`config.mk`:
```
export PLATFORM = sky130hd
export DESIGN_NAME = uart_rx
export DESIGN_NICKNAME = d
export VERILOG_FILES = /design/src/rtl/uart_pkg.sv /design/src/rtl/uart_sync2.sv /design/src/rtl/uart_rx.sv
export SDC_FILE = /design/constraint.sdc
export NUM_CORES = 1
export LEC_CHECK = 0
export ABC_AREA = 1
export BUFFER_PORTS_ARGS = -buffer_cell sky130_fd_sc_hd__buf_4
export CAP_MARGIN = 20
export CORE_UTILIZATION = 63
export CTS_CLUSTER_SIZE = 24
export DETAILED_ROUTE_END_ITERATION = 10
export PLACE_DENSITY_LB_ADDON = 0.05
export SLEW_MARGIN = 5
export SYNTH_ARGS = -nofsm -noshare
export SYNTH_HDL_FRONTEND = slang
export SYNTH_HIERARCHICAL = 1
export SYNTH_SLANG_ARGS = --single-unit
```
`constraint.sdc`:
```
create_clock -name clk -period 4.4 [get_ports clk]
set_clock_uncertainty 0.15 [all_clocks]
set_input_delay 1.32 -clock clk [delete_from_list [all_inputs] [get_ports clk]]
set_output_delay 1.32 -clock clk [all_outputs]
set_load 0.01 [all_outputs]
```
`src/rtl/uart_pkg.sv`:
```
// Shared definitions for the UART receive path: FSM state encoding,
// master clock frequency and the bit-period constants for common baud rates.
package uart_pkg;

    typedef enum logic [2:0] {
        IDLE,
        START,
        DATA,
        STOP,
        BREAK
    } uart_state_t;

    localparam int UART_CLK_HZ         = 12_000_000;
    localparam int CLKS_PER_BIT_19200  = 625;
    localparam int CLKS_PER_BIT_115200 = 104;

    // Bit period in master-clock cycles for a given baud rate (truncating).
    function automatic int clks_per_bit(input int baud);
        return UART_CLK_HZ / baud;
    endfunction

endpackage

```
`src/rtl/uart_sync2.sv`:
```
// Two-flop synchronizer for the asynchronous serial line. Both stages reset
// to 1 so the receiver sees an idle line while and right after reset.
module uart_sync2 (
    input  logic clk,
    input  logic rst,
    input  logic i_d,
    output logic o_q
);

    logic r_meta;
    logic r_sync;

    // Shift the raw line through two flops to settle metastability.
    always_ff @(posedge clk or posedge rst) begin
        if (rst) begin
            r_meta <= 1'b1;
            r_sync <= 1'b1;
        end else begin
            r_meta <= i_d;
            r_sync <= r_meta;
        end
    end

    assign o_q = r_sync;

endmodule

```
`src/rtl/uart_rx.sv`:
```
// 8N1 serial receiver, LSB first, idle-high line. Bytes are presented on a
// valid/ready handshake; framing errors and overruns are one-cycle pulses.
// CLKS_PER_BIT must be at least 8.
module uart_rx
    import uart_pkg::*;
#(
    parameter int CLKS_PER_BIT = CLKS_PER_BIT_19200
) (
    input  logic       clk,
    input  logic       rst,
    input  logic       rxd,
    output logic [7:0] data,
    output logic       valid,
    input  logic       ready,
    output logic       frame_err,
    output logic       overrun
);

    localparam int               CNT_W    = $clog2(CLKS_PER_BIT);
    // Start bit is checked half a period in, so every later sample lands
    // mid-bit after whole-period steps.
    localparam logic [CNT_W-1:0] CNT_HALF = CNT_W'(CLKS_PER_BIT / 2 - 1);
    localparam logic [CNT_W-1:0] CNT_LAST = CNT_W'(CLKS_PER_BIT - 1);

    logic              w_rxs;
    uart_state_t       r_state;
    logic [CNT_W-1:0]  r_cnt;
    logic [2:0]        r_bit_idx;
    logic [7:0]        r_shift;
    logic [7:0]        r_data;
    logic              r_valid;
    logic              r_frame_err;
    logic              r_overrun;

    uart_sync2 u_sync (
        .clk (clk),
        .rst (rst),
        .i_d (rxd),
        .o_q (w_rxs)
    );

    // Receive FSM with bit timing, shift register and output handshake.
    always_ff @(posedge clk or posedge rst) begin
        if (rst) begin
            r_state     <= IDLE;
            r_cnt       <= '0;
            r_bit_idx   <= 3'd0;
            r_shift     <= 8'h00;
            r_data      <= 8'h00;
            r_valid     <= 1'b0;
            r_frame_err <= 1'b0;
            r_overrun   <= 1'b0;
        end else begin
            r_frame_err <= 1'b0;
            r_overrun   <= 1'b0;

            // Consumer takes the byte; a delivery below in the same cycle
            // overrides this clear.
            if (r_valid && ready) begin
                r_valid <= 1'b0;
            end

            case (r_state)
                IDLE: begin
                    r_cnt <= '0;
                    if (!w_rxs) begin
                        r_state <= START;
                    end
                end

                START: begin
                    if (r_cnt == CNT_HALF) begin
                        r_cnt     <= '0;
                        r_bit_idx <= 3'd0;
                        // A line back high at mid-start was only a glitch.
                        r_state   <= w_rxs ? IDLE : DATA;
                    end else begin
                        r_cnt <= r_cnt + 1'b1;
                    end
                end

                DATA: begin
                    if (r_cnt == CNT_LAST) begin
                        r_cnt              <= '0;
                        r_shift[r_bit_idx] <= w_rxs;
                        if (r_bit_idx == 3'd7) begin
                            r_state <= STOP;
                        end else begin
                            r_bit_idx <= r_bit_idx + 3'd1;
                        end
                    end else begin
                        r_cnt <= r_cnt + 1'b1;
                    end
                end

                STOP: begin
                    if (r_cnt == CNT_LAST) begin
                        r_cnt <= '0;
                        if (w_rxs) begin
                            // Return to IDLE at mid-stop so a back-to-back
                            // start edge is not missed.
                            r_state <= IDLE;
                            if (!r_valid || ready) begin
                                r_data  <= r_shift;
                                r_valid <= 1'b1;
                            end else begin
                                r_overrun <= 1'b1;
                            end
                        end else begin
                            r_frame_err <= 1'b1;
                            r_state     <= BREAK;
                        end
                    end else begin
                        r_cnt <= r_cnt + 1'b1;
                    end
                end

                BREAK: begin
                    // Hold here until the line idles so a stuck-low line
                    // does not look like an endless stream of start bits.
                    r_cnt <= '0;
                    if (w_rxs) begin
                        r_state <= IDLE;
                    end
                end

                default: begin
                    r_state <= IDLE;
                    r_cnt   <= '0;
                end
            endcase
        end
    end

    assign data      = r_data;
    assign valid     = r_valid;
    assign frame_err = r_frame_err;
    assign overrun   = r_overrun;

endmodule

```
==> metrics <==
worst vdd ir 260 uV; die width 56.3 um; CTS tree built; post-synthesis mux area share 0%; grt met3 use 7.14%; Most used DFF post-synth dfrtp_1; Boundary Pins 15; Sw Pwr 120 uW; total grt overflow 0; Flop pwr share 65.3%; met1 Use GR 28.8%; clock-pin slew on the worst setup and hold paths 0.11 ns; fillers 211; hold path start u_sync/r_meta$_DFF_PP1_; clk root buf clkbuf_4; share of the synthesized area in the top cell type 47.2%; die area 3170 um2; Max Cap Viol 0; Ant. Diodes 0; clk sinks 37; placed cell area 2010 um2; Avg Cell Area, Syn 8.43 um2; R2R Path End data[7]$_DFFE_PP0P_; number of global-route vias before repair 1344; WS Path Type reg2out; hold crit path type reg2reg; Synth Register Bits 37; Commonest cells post-synth nand2_1, dfrtp_1, nor2_1; final setup TNS 0 ns; Post-layout nets 250; worst skew pair latency 0.34 ns; Slew @ Worst Pin 0.432 ns; CTS max path bufs 2; Netlist cell types 24; Sw Share 22.9%; slowest cell on the critical path dfrtp_1; WL/cell 12.0 um; cell taking the most area after synthesis dfrtp_1; Crit path buffers/inverters 1; Critical Path Max Stage Delay 0.41 ns; pin count of the biggest net entering global routing 36; DRC Markers 0; worst-path maximum fanout 2; most common cell in the synthesized netlist nand2_1; Hold Path End u_sync/o_q$_DFF_PP1_; Post-synth ARST share 100%; CP delay by family, top flip-flops; Tot GR Track Use 23.3%; ratio of final minimum period to clock period 53.8%; CP startpoint kind flop; M2 GR Usage 38.9%; Simple-Gate Fraction of Synth Area 33.0%; Die Y 56.3 um; crit-path cells buf_4; CTS HTree Levels 2; count of flip-flops with a built-in enable after synthesis 0; CP required 2.93 ns; syn nets 228; unrepaired setup endpoints after global routing false; Setup Viol. Count Final 0; cts hold-fix bufs 0; Seq. cell area 928 um2; R2R cell count 9; layout cells sized above 1 19.3%; initial antenna violation count 0; total power 526 uW; Pleak 0.00108 uW; initial DRC count 61; area grow syn2layout 10.9%; clock share of power 32.6%; # resized after CTS 0; Pins Over Slew Limit 0; share of the yosys chip area belonging to registers 50.0%; Final HPWL DP 2520 um; xor and xnor area share after synthesis 3.78%; min cycle time layout 2.37 ns; combinational family with the most area after synthesis simple AND/OR/NAND/NOR gates; Synth Area in Compound Gates 4.52%; final instance area 2060 um2; initial cell density of the core 66.7%; Synth Area in Adders 2.70%; DRT antenna net count 0; Multi-input gate area 817 um2; yosys warns 6; PD cells 255 nW/um2; global-route wire length before repair 5630 um; DR vias 1458; router iterations before antenna repair 4; top post-synthesis cells by area dfrtp_1, nand2_1, nor2_1, inv_1, nand3_1; row cnt 19; Fin. Hold Viols 0; RD Place Congestion 0.868; via/cell ratio 5.32; Critical R2R Launch r_cnt[0]$_DFF_PP0_; Mapped Area 1860 um2; Crit. End Element output port; fmax 423 MHz; combinational power share 2.1%; worst path arrival time 0.90 ns; gr busiest metal met2; TritonCTS Buffers 5; reg2reg setup slack 2.64 ns; Pint 405 uW; Core ar. 2780 um2; Final Non-Filler Cells 274; dpl cells 266; Post-Route WL 3290 um; Port Buf Inserts 14; Syn Inst Count 220; hold-critical path depth 0; outcome complete, no violations; Worst slew margin 71.1%; setup bufs post-CTS 0
layout by cell type (no fill, tap or decap):
cell type,instances
nand4_2,1
clkbuf_1,1
nand3_2,1
clkbuf_4,5
clkinv_2,3
dfrtp_1,35
nand2_4,2
nand2_1,65
inv_2,7
nand3_1,14
nor3_1,4
nand3_4,1
nor3_2,1
buf_4,15
o21ai_0,6
xnor2_1,1
o21ai_2,1
ha_1,4
xor2_1,7
inv_1,21
nor2_1,27
nor2_8,2
o21ai_1,9
nand2_2,3
dfstp_2,2
nand4_1,2
nor2_4,3
worst max path at each step:
stage                   startpoint                  end  cells after the start
3_5_place_dp                 ready  data[6]$_DFFE_PP0P_                      6
5_1_grt        data[3]$_DFFE_PP0P_              data[3]                      1
6_report       data[7]$_DFFE_PP0P_              data[7]                      1
3_3_place_gp                 ready  data[6]$_DFFE_PP0P_                      6
2_1_floorplan                  rst  data[0]$_DFFE_PP0P_                      1
4_1_cts        data[7]$_DFFE_PP0P_              data[7]                      1
power by group through the flow:
stage	Sequential [uW]	Combinational, uW	Clock, uW
2_1_floorplan	349	6.29	0
3_3_place_gp	350	10.7	0
3_5_place_dp	350	11.3	0
4_1_cts	343	11.3	175
5_1_grt	343	13.0	186
6_report	343	10.9	172
routing by layer:
metal  part of all wire, %  routed length (um)
met1                    45                1480
met2                    48                1580
met3                   5.3                 174
met4                   2.0                  65
met5                     0                   0
final cells by class:
cell class	count	area share [%]
inverter	29	5.35
tap	31	1.88
clock buffer	6	2.01
timing repair buffer	15	5.47
multi-input combinational	154	39.7
sequential	37	45.1
clock inverter	2	0.486
state kept, by name, summed over array words and instances, names as in the netlist, 3 cells and up:
register / cells
r_shift: 8
r_cnt: 10
data: 8
r_state: 3
r_bit_idx: 3
kinds of logic after synthesis:
family	count (synthesis)
DFF	37
and+or+nand+nor	126
AOI/OAI and AO/OA	16
xor gates and xnor gates	8
buffers and inverters	29
adders and majority gates	4
metrics by stage:
step / worst slack [ns] / hold WS [ns] / util [%]
finish: 2.03 / 0.214 / 74.0
global route: 1.99 / 0.219 / 74.0
CTS: 2.02 / 0.216 / 74.0
detailed placement: 1.88 / 0.200 / 72.2
global placement: 1.99 / 0.199 / 72.2
floorplan: 2.15 / 0.195 / -
(Power assumes the default switching activity.)
